$ cat src/rtl/sweep_sequencer_if.sv
// Host and sweep-side signal bundle for sweep_sequencer.
// The master modport is the host/sweep side; the slave modport is the sequencer.
interface sweep_sequencer_if #(
    parameter int SIG_W = 16,
    parameter int CNT_W = 16
);
    logic                    cfg_load_in;
    logic signed [15:0]      cfg_min_in;
    logic signed [15:0]      cfg_max_in;
    logic        [32:0]      cfg_step_in;
    logic        [CNT_W-1:0] cfg_periods_in;
    logic                    start_in;
    logic                    stop_in;
    logic                    abort_in;
    logic signed [SIG_W-1:0] sweep_sig_in;

    logic                    sweep_on_out;
    logic signed [15:0]      minval_out;
    logic signed [15:0]      maxval_out;
    logic        [32:0]      stepsize_out;
    logic                    busy_out;
    logic                    done_out;
    logic                    cfg_err_out;
    logic                    cfg_pending_out;
    logic        [CNT_W-1:0] period_count_out;
    logic        [1:0]       state_out;

    modport master (
        output cfg_load_in, cfg_min_in, cfg_max_in, cfg_step_in, cfg_periods_in,
               start_in, stop_in, abort_in, sweep_sig_in,
        input  sweep_on_out, minval_out, maxval_out, stepsize_out, busy_out,
               done_out, cfg_err_out, cfg_pending_out, period_count_out, state_out
    );

    modport slave (
        input  cfg_load_in, cfg_min_in, cfg_max_in, cfg_step_in, cfg_periods_in,
               start_in, stop_in, abort_in, sweep_sig_in,
        output sweep_on_out, minval_out, maxval_out, stepsize_out, busy_out,
               done_out, cfg_err_out, cfg_pending_out, period_count_out, state_out
    );
endinterface

$ cat src/rtl/sweep_sequencer.sv
// Sequencer for the triangle sweep: validates/stages config, applies it glitch-free
// (idle or at top turnaround), and runs a counted or continuous number of periods.
module sweep_sequencer #(
    parameter int SIG_W = 16,
    parameter int CNT_W = 16
) (
    input  logic             clk_in,
    input  logic             rst_n_in,
    sweep_sequencer_if.slave bus
);
    // state    | meaning
    // IDLE     | sweep off; a pending config is applied on the next cycle
    // RUN      | sweep on; each bottom turnaround counts one period
    // STOPPING | sweep on; the next bottom turnaround ends the run
    typedef enum logic [1:0] {
        ST_IDLE     = 2'd0,
        ST_RUN      = 2'd1,
        ST_STOPPING = 2'd2
    } state_t;

    state_t                  state_q, state_d;
    logic                    on_q, on_d;
    logic                    done_q, done_d;
    logic signed [15:0]      sh_min_q, sh_max_q, act_min_q, act_max_q;
    logic        [32:0]      sh_step_q, act_step_q;
    logic                    pending_q, pending_d;
    logic                    err_q;
    logic signed [SIG_W-1:0] prev_q;
    logic                    dir_down_q;
    logic        [CNT_W-1:0] count_q, target_q, count_inc;
    logic                    cfg_ok, active_ok, running, start_ok;
    logic                    top_ev, bot_ev, reach, apply, load_ok;

    assign cfg_ok    = ($signed(bus.cfg_min_in) < $signed(bus.cfg_max_in)) && (bus.cfg_step_in != '0);
    assign load_ok   = bus.cfg_load_in && cfg_ok;
    assign active_ok = (act_min_q < act_max_q) && (act_step_q != '0);
    assign running   = (state_q != ST_IDLE);
    assign start_ok  = bus.start_in && active_ok;
    assign top_ev    = running && !dir_down_q && ($signed(bus.sweep_sig_in) < prev_q);
    assign bot_ev    = running && dir_down_q && ($signed(bus.sweep_sig_in) > prev_q);
    assign count_inc = (&count_q) ? count_q : count_q + CNT_W'(1);
    assign reach     = (target_q != '0) && (count_inc == target_q);
    // pending_q is the pre-load value, so a load coinciding with a top waits for the next one
    assign apply     = pending_q && (!running || top_ev);

    always_ff @(posedge clk_in or negedge rst_n_in) begin
        if (!rst_n_in) begin
            state_q <= ST_IDLE;
            on_q    <= 1'b0;
            done_q  <= 1'b0;
        end else begin
            state_q <= state_d;
            on_q    <= on_d;
            done_q  <= done_d;
        end
    end

    always_comb begin
        state_d = state_q;
        case (state_q)
            ST_IDLE: begin
                if (start_ok) state_d = ST_RUN;
            end
            ST_RUN: begin
                if (bus.abort_in)         state_d = ST_IDLE;
                else if (bot_ev && reach) state_d = ST_IDLE;
                else if (bus.stop_in)     state_d = ST_STOPPING;
            end
            ST_STOPPING: begin
                if (bus.abort_in || bot_ev) state_d = ST_IDLE;
            end
            default: state_d = ST_IDLE;
        endcase
    end

    always_comb begin
        on_d   = (state_d != ST_IDLE);
        done_d = running && (state_d == ST_IDLE) && !bus.abort_in;
    end

    always_comb begin
        pending_d = pending_q;
        if (apply)   pending_d = 1'b0;
        if (load_ok) pending_d = 1'b1;
    end

    always_ff @(posedge clk_in or negedge rst_n_in) begin
        if (!rst_n_in) begin
            err_q      <= 1'b0;
            pending_q  <= 1'b0;
            sh_min_q   <= '0;
            sh_max_q   <= '0;
            sh_step_q  <= '0;
            act_min_q  <= '0;
            act_max_q  <= '0;
            act_step_q <= '0;
            prev_q     <= '0;
            dir_down_q <= 1'b0;
            count_q    <= '0;
            target_q   <= '0;
        end else begin
            err_q     <= bus.cfg_load_in && !cfg_ok;
            pending_q <= pending_d;
            if (load_ok) begin
                sh_min_q  <= bus.cfg_min_in;
                sh_max_q  <= bus.cfg_max_in;
                sh_step_q <= bus.cfg_step_in;
            end
            if (apply) begin
                act_min_q  <= sh_min_q;
                act_max_q  <= sh_max_q;
                act_step_q <= sh_step_q;
            end
            if (!running) begin
                if (start_ok) begin
                    count_q    <= '0;
                    target_q   <= bus.cfg_periods_in;
                    prev_q     <= '0;
                    dir_down_q <= 1'b0;
                end
            end else begin
                prev_q <= bus.sweep_sig_in;
                if (top_ev)      dir_down_q <= 1'b1;
                else if (bot_ev) dir_down_q <= 1'b0;
                if (bot_ev && !bus.abort_in) count_q <= count_inc;
            end
        end
    end

    assign bus.sweep_on_out     = on_q;
    assign bus.minval_out       = act_min_q;
    assign bus.maxval_out       = act_max_q;
    assign bus.stepsize_out     = act_step_q;
    assign bus.busy_out         = running;
    assign bus.done_out         = done_q;
    assign bus.cfg_err_out      = err_q;
    assign bus.cfg_pending_out  = pending_q;
    assign bus.period_count_out = count_q;
    assign bus.state_out        = state_q;
endmodule

$ cat src/flat_wrapper.sv
// flat-port wrapper written by rule: the top's interface ports become plain ports
module sweep_sequencer_flat 
#(
    parameter int SIG_W = 16,
    parameter int CNT_W = 16
)
  (clk_in, rst_n_in, bus_cfg_load_in, bus_cfg_min_in, bus_cfg_max_in, bus_cfg_step_in, bus_cfg_periods_in, bus_start_in, bus_stop_in, bus_abort_in, bus_sweep_sig_in, bus_sweep_on_out, bus_minval_out, bus_maxval_out, bus_stepsize_out, bus_busy_out, bus_done_out, bus_cfg_err_out, bus_cfg_pending_out, bus_period_count_out, bus_state_out);
  sweep_sequencer_if #(.SIG_W(SIG_W), .CNT_W(CNT_W)) bus_i ();
  input  logic clk_in;
  input  logic rst_n_in;
  input wire logic [$bits(bus_i.cfg_load_in)-1:0] bus_cfg_load_in;
  input wire logic [$bits(bus_i.cfg_min_in)-1:0] bus_cfg_min_in;
  input wire logic [$bits(bus_i.cfg_max_in)-1:0] bus_cfg_max_in;
  input wire logic [$bits(bus_i.cfg_step_in)-1:0] bus_cfg_step_in;
  input wire logic [$bits(bus_i.cfg_periods_in)-1:0] bus_cfg_periods_in;
  input wire logic [$bits(bus_i.start_in)-1:0] bus_start_in;
  input wire logic [$bits(bus_i.stop_in)-1:0] bus_stop_in;
  input wire logic [$bits(bus_i.abort_in)-1:0] bus_abort_in;
  input wire logic [$bits(bus_i.sweep_sig_in)-1:0] bus_sweep_sig_in;
  output wire logic [$bits(bus_i.sweep_on_out)-1:0] bus_sweep_on_out;
  output wire logic [$bits(bus_i.minval_out)-1:0] bus_minval_out;
  output wire logic [$bits(bus_i.maxval_out)-1:0] bus_maxval_out;
  output wire logic [$bits(bus_i.stepsize_out)-1:0] bus_stepsize_out;
  output wire logic [$bits(bus_i.busy_out)-1:0] bus_busy_out;
  output wire logic [$bits(bus_i.done_out)-1:0] bus_done_out;
  output wire logic [$bits(bus_i.cfg_err_out)-1:0] bus_cfg_err_out;
  output wire logic [$bits(bus_i.cfg_pending_out)-1:0] bus_cfg_pending_out;
  output wire logic [$bits(bus_i.period_count_out)-1:0] bus_period_count_out;
  output wire logic [$bits(bus_i.state_out)-1:0] bus_state_out;
  assign bus_i.cfg_load_in = bus_cfg_load_in;
  assign bus_i.cfg_min_in = bus_cfg_min_in;
  assign bus_i.cfg_max_in = bus_cfg_max_in;
  assign bus_i.cfg_step_in = bus_cfg_step_in;
  assign bus_i.cfg_periods_in = bus_cfg_periods_in;
  assign bus_i.start_in = bus_start_in;
  assign bus_i.stop_in = bus_stop_in;
  assign bus_i.abort_in = bus_abort_in;
  assign bus_i.sweep_sig_in = bus_sweep_sig_in;
  assign bus_sweep_on_out = bus_i.sweep_on_out;
  assign bus_minval_out = bus_i.minval_out;
  assign bus_maxval_out = bus_i.maxval_out;
  assign bus_stepsize_out = bus_i.stepsize_out;
  assign bus_busy_out = bus_i.busy_out;
  assign bus_done_out = bus_i.done_out;
  assign bus_cfg_err_out = bus_i.cfg_err_out;
  assign bus_cfg_pending_out = bus_i.cfg_pending_out;
  assign bus_period_count_out = bus_i.period_count_out;
  assign bus_state_out = bus_i.state_out;
  sweep_sequencer #(.SIG_W(SIG_W), .CNT_W(CNT_W)) u_core (.clk_in(clk_in), .rst_n_in(rst_n_in), .bus(bus_i));
endmodule
$ cat config.mk
export PLATFORM = sky130hd
export DESIGN_NAME = sweep_sequencer_flat
export DESIGN_NICKNAME = d
export VERILOG_FILES = /design/src/rtl/sweep_sequencer_if.sv /design/src/rtl/sweep_sequencer.sv /design/src/flat_wrapper.sv
export SDC_FILE = /design/constraint.sdc
export NUM_CORES = 1
export LEC_CHECK = 0
export BUFFER_PORTS_ARGS = -buffer_cell sky130_fd_sc_hd__clkbuf_2
export CAP_MARGIN = 25
export CORE_AREA = 2 2 129 157
export DETAILED_ROUTE_END_ITERATION = 8
export DIE_AREA = 0 0 131 159
export PLACE_DENSITY_LB_ADDON = 0.12
export SLEW_MARGIN = 20
export SYNTH_ARGS = -nofsm -noshare
export SYNTH_HDL_FRONTEND = slang
export SYNTH_SLANG_ARGS = --single-unit
$ cat constraint.sdc
create_clock -name clk_in -period 2.88 [get_ports clk_in]
set_clock_uncertainty 0.1 [all_clocks]
set_input_delay 0.576 -clock clk_in [delete_from_list [all_inputs] [get_ports clk_in]]
set_output_delay 0.576 -clock clk_in [all_outputs]
set_load 0.01 [all_outputs]
Yosys cells after proc, flatten, opt, wreduce, memory -nomap -nowiden:

Cells that the tools add are included.
Widths: inputs -> output; s select.

* add/sub/neg operators: 1
* order comparisons: 4
* equal/unequal tests: 5
* mux-type cells: 17
* bitwise operators: 1
* reductions and logical operators: 34

Operators with widths (number)
* $mux 16: 5
* $reduce_bool 33->1: 2
* $lt 16x16->1: 3
* $add 16x1->16 const B: 1
* $eq 16x16->1: 1
* $gt 16x16->1: 1
* $reduce_and 16->1: 1
* $reduce_bool 16->1: 1
* $logic_and 1x1->1: 15
* $mux 2: 5
* $reduce_bool 2->1: 4
* $mux 1: 6
* $pmux 2 s3: 1
* $reduce_and 2->1: 3
* $logic_not 1->1: 4
* $logic_not 2->1: 2
* $ne 3x3->1 const B: 1
* $eq 2x1->1 const B: 1
* $eq 2x2->1 const B: 1
* $logic_or 1x1->1: 2
* $ne 2x2->1 const B: 1
* $not 1->1: 1

* register bits: 185
* input bits: 103

Logic depth before layout (Yosys ltp):

* word-level depth: 11
* gate-level depth with buffers: 12
* gate-level depth less buffers: 10

Least setup slack after synthesis:

OpenSTA, ideal clock, no wires.

* path type: in2reg
* start point: input bus_sweep_sig_in[15]
* end point: register u_core.act_max_q[0], in the netlist u_core.bus.maxval_out[0]
* setup time: 0.125 ns
* arrival: 2.752 ns
* slack: -0.097 ns
* stages on the path: 11
* cells stage by stage: ha_1 nand4_1 nor4_2 a21boi_2 nor3_1 mux2i_1 a21boi_1 nand2b_4 buf_6 buf_6 mux2_4

* word-level cells in the longest chain between the ends: 4

RTL lines
* start, declared: line flat_wrapper.sv:19 `input wire logic [$bits(bus_i.sweep_sig_in)-1:0] bus_sweep_sig_in;`
* $lt 16x16->1: line sweep_sequencer.sv:39 `assign top_ev = running && !dir_down_q && ($signed(bus.sweep_sig_in) < prev_q);`
* $logic_and 1x1->1: line sweep_sequencer.sv:39
* $logic_or 1x1->1: line sweep_sequencer.sv:44 `assign apply = pending_q && (!running || top_ev);`
* $logic_and 1x1->1: line sweep_sequencer.sv:44
* end signal, assigned: line sweep_sequencer.sv:111 `act_max_q <= sh_max_q;`
* end, declared: line sweep_sequencer.sv:24 `logic signed [15:0] sh_min_q, sh_max_q, act_min_q, act_max_q;`

Every way passes these cells.
A chain may end at the register's enable or synchronous reset.

Worst setup path in the final report:

* start point: register u_core.prev_q[6]
* end point: register u_core.act_step_q[25], in the netlist u_core.bus.stepsize_out[25]

* word-level cells in the longest chain between the ends: 4

RTL lines
* start, declared: line sweep_sequencer.sv:28 `logic signed [SIG_W-1:0] prev_q;`
* start signal, assigned: line sweep_sequencer.sv:122 `prev_q <= bus.sweep_sig_in;`
* $lt 16x16->1: line sweep_sequencer.sv:39
* $logic_and 1x1->1: line sweep_sequencer.sv:39
* $logic_or 1x1->1: line sweep_sequencer.sv:44
* $logic_and 1x1->1: line sweep_sequencer.sv:44
* end signal, assigned: line sweep_sequencer.sv:112 `act_step_q <= sh_step_q;`
* end, declared: line sweep_sequencer.sv:25 `logic [32:0] sh_step_q, act_step_q;`

Every way passes these cells.

==> reports/metrics.csv <==
metric,value,unit
status,finished clean,
"Req. time, crit path",3.09,ns
H-tree Lvls,4,
unrepaired setup endpoints after global routing,true,
fin crit period,2.84,ns
Setup CP Type,flip-flop to flip-flop,
clock latency on the worst-skew pair,0.43,ns
final wirelength,24.0,mm
Area contributors post-synth,"dfrtp_1 49%, mux2_4 7.9%, mux2_2 6.6%",
Total Neg Setup Slack,0,ns
Static Leak,6.08,nW
core area,19300,µm²
post-placement setup slack,-0.348,ns
DRT iter0 DRCs,350,
Avg WL per Cell,17.9,µm
most frequent cell after synthesis,dfrtp_1,
placed cell count,1292,
# port buffers,190,
Tot GR Track Use,22.6,%
CTS tree,done,
slew at the pin with the worst max-slew slack,0.483,ns
worst path bufs/invs,3,
CP max stage cell,dfrtp_1,
Max Cap Violations,0,
Via density,5.38,
"Primary FF master, synth",dfrtp_1,
post-route insts no fill,1341,
clock slew at reported path FFs,0.08,ns
Layout Nets,1217,
# setup viols final,0,
Post-DP HPWL,17.4,mm
Max Clk Rate,0.352,GHz
yosys warns,0,
Worst Hold Slack,0.254,ns
mapped cell area,9510,µm²
ANT cells,0,
# rows,56,
Final Wtd Congestion,0.900,
final count of pins violating max slew,0,
vias post-DR,7213,
die area,20800,µm²
Max Buffers Root-to-Sink,2,
Initial Util,49.4,%
largest net degree at the start of global routing,56,
final hold violation count,0,
crit path cell chain,inv_2 > ha_4 > a21oi_2 > a21oi_1 > o31a_1 > nor3_2 > mux2i_1 > a21boi_2 > buf_4 > nand2b_4 > clkbuf_16 > mux2_4,
layout cells sized above 1,44.8,%
Post-route DRC,0,
Slowest Stage Delay on Critical Path,0.41,ns
global route overflow,0,
CP top delay family,multiplexers,
clock root cell,clkbuf_16,
share of the synthesized area in the top cell type,48.7,%
vias in the first global route,7197,
number of detailed-route iterations in the first pass,4,
Area Growth Syn to Fin,32.1,%
net count after synthesis,935,
Synth async-reset ratio,100,%
relative slew slack,67.5,%
antenna violations before repair,0,
crit path capture type,flip-flop,
Antenna Nets Post-Route,0,
Die Wd,131,µm
Setup crit start kind,flip-flop,
register area share after synthesis,48.7,%
top cell type by total area after synthesis,dfrtp_1,
# clock sinks,185,
Power Dens Cells,967,nW/µm²
Max IR drop VDD,0.000507,V
chip height,159,µm
final core utilization,65.2,%
Post-synth top cells,"185 x dfrtp_1, 59 x inv_1, 56 x mux2_2",
crit-path max FO,4,
Num CTS Buffers,17,
Reg2Reg Setup Slack,0.04,ns
Final period util,98.6,%
Synth Area per Inst,12.1,µm²
num ports,191,
worst setup margin,0.0392,ns
Synth cell types,70,
Synth Register Bits,185,
Mapped Cells,785,
Post-synth EDFFs,0,
WP data arrival,3.05,ns
HP Class,input port to flip-flop,
first-pass GRT wire length,36.8,mm
-- layer usage --
layer | share of wire, % | wire length [µm] | global-route usage, %
met5 | 0 | 0 | 0
met4 | 1.7 | 403 | 6.19
met3 | 4.9 | 1190 | 4.91
met2 | 52 | 12400 | 38.1
met1 | 42 | 10000 | 29.2
-- kinds of logic after synthesis --
kind of cell / after synthesis / synth area share [%]
adder cells (fa/ha/maj): 47 / 6.18
buffers and inverters: 92 / 4.63
AND/OR/NAND/NOR: 172 / 10.2
flip-flops: 185 / 48.7
AO/OA/AOI/OAI: 123 / 8.99
multiplexers: 152 / 19.9
XOR/XNOR: 14 / 1.43
-- per-stage QoR --
stage	power, mW	instance area [µm²]
after detailed placement	9.16	11400
after floorplan	7.34	9550
final	12.2	12600
after global placement	9.04	11400
after CTS	11.8	12100
after global routing	12.9	12600
-- flip-flops by register name (all words and copies together), names as in the netlist --
signal and count:
u_core.bus.period_count_out 16, u_core.prev_q 16, u_core.sh_max_q 16, u_core.bus.minval_out 16, u_core.bus.state_out 2, u_core.bus.cfg_err_out 1
u_core.bus.done_out 1, u_core.bus.sweep_on_out 1, u_core.bus.stepsize_out 33, u_core.dir_down_q 1, u_core.sh_min_q 16, u_core.sh_step_q 33
u_core.target_q 16, u_core.bus.maxval_out 16, u_core.bus.cfg_pending_out 1
-- worst paths after layout --
check,start,endpoint,cells past startpoint
worst max-delay path,u_core.prev_q[6]$_DFFE_PN0P_,u_core.bus.stepsize_out[25]$_DFFE_PN0P_,12
worst min-delay path,bus_stop_in,u_core.bus.state_out[0]$_DFF_PN0_,2
worst max register to register,u_core.prev_q[6]$_DFFE_PN0P_,u_core.bus.stepsize_out[25]$_DFFE_PN0P_,12
worst min register to register,u_core.sh_max_q[3]$_DFFE_PN0P_,u_core.sh_max_q[3]$_DFFE_PN0P_,1
max in group asynchronous,rst_n_in,u_core.sh_min_q[1]$_DFFE_PN0P_,3
min in group asynchronous,rst_n_in,u_core.bus.maxval_out[1]$_DFFE_PN0P_,2
-- power breakdown --
part	total (mW)	switching, mW	internal, mW	leakage (nW)
combinational	5.07	2.27	2.80	3.52
sequential	4.48	0.858	3.62	2.24
clock	2.61	1.09	1.52	0.321
total	12.2	4.21	7.94	6.08
-- layout make-up --
class / instances / area [µm²]
fill: 1502 / 6700
multi-input combinational: 509 / 4750
sequential: 185 / 4630
timing repair buffer: 295 / 1970
clock buffer: 18 / 439
tap: 261 / 327
clock inverter: 14 / 226
inverter: 59 / 221
-- cells in the final DEF, fill, tap and decap left out, types with 4 or more instances in the layout --
master / Yosys / final
dfrtp_1: 185 / 185
a31oi_1: 5 / 5
mux2_4: 50 / 57
a21oi_1: 31 / 29
nor3_1: 17 / 14
nand3_1: 21 / 17
buf_12: 0 / 6
ha_4: 0 / 6
mux2_2: 56 / 53
a21o_1: 11 / 11
mux2_1: 39 / 35
ha_1: 47 / 41
buf_4: 1 / 87
a22o_1: 17 / 17
or3_1: 6 / 6
clkbuf_2: 2 / 189
a311oi_1: 6 / 4
inv_6: 0 / 4
o21ai_1: 3 / 5
and3_1: 4 / 4
mux2i_1: 7 / 7
nor2b_1: 7 / 7
nor4_1: 25 / 22
bufinv_16: 0 / 4
clkbuf_16: 0 / 24
nand4_1: 14 / 14
o21ai_0: 17 / 15
o22a_1: 4 / 4
nand2b_1: 7 / 7
nor2_1: 29 / 27
inv_1: 59 / 56
nand2_1: 20 / 18
xor2_1: 4 / 4
xnor2_1: 9 / 9
-- timing repair --
| action | in CTS | in global routing |
|---|---|---|
| hold endpoints to repair | 36 | 0 |
| cloned | 0 | 9 |
| setup endpoints to repair | 4 | 135 |
| pin swaps | 0 | 11 |
| resized for setup | 4 | 49 |
| hold buffers | 1 | 0 |
| buffers inserted | 0 | 7 |
(Power assumes the default switching activity.)
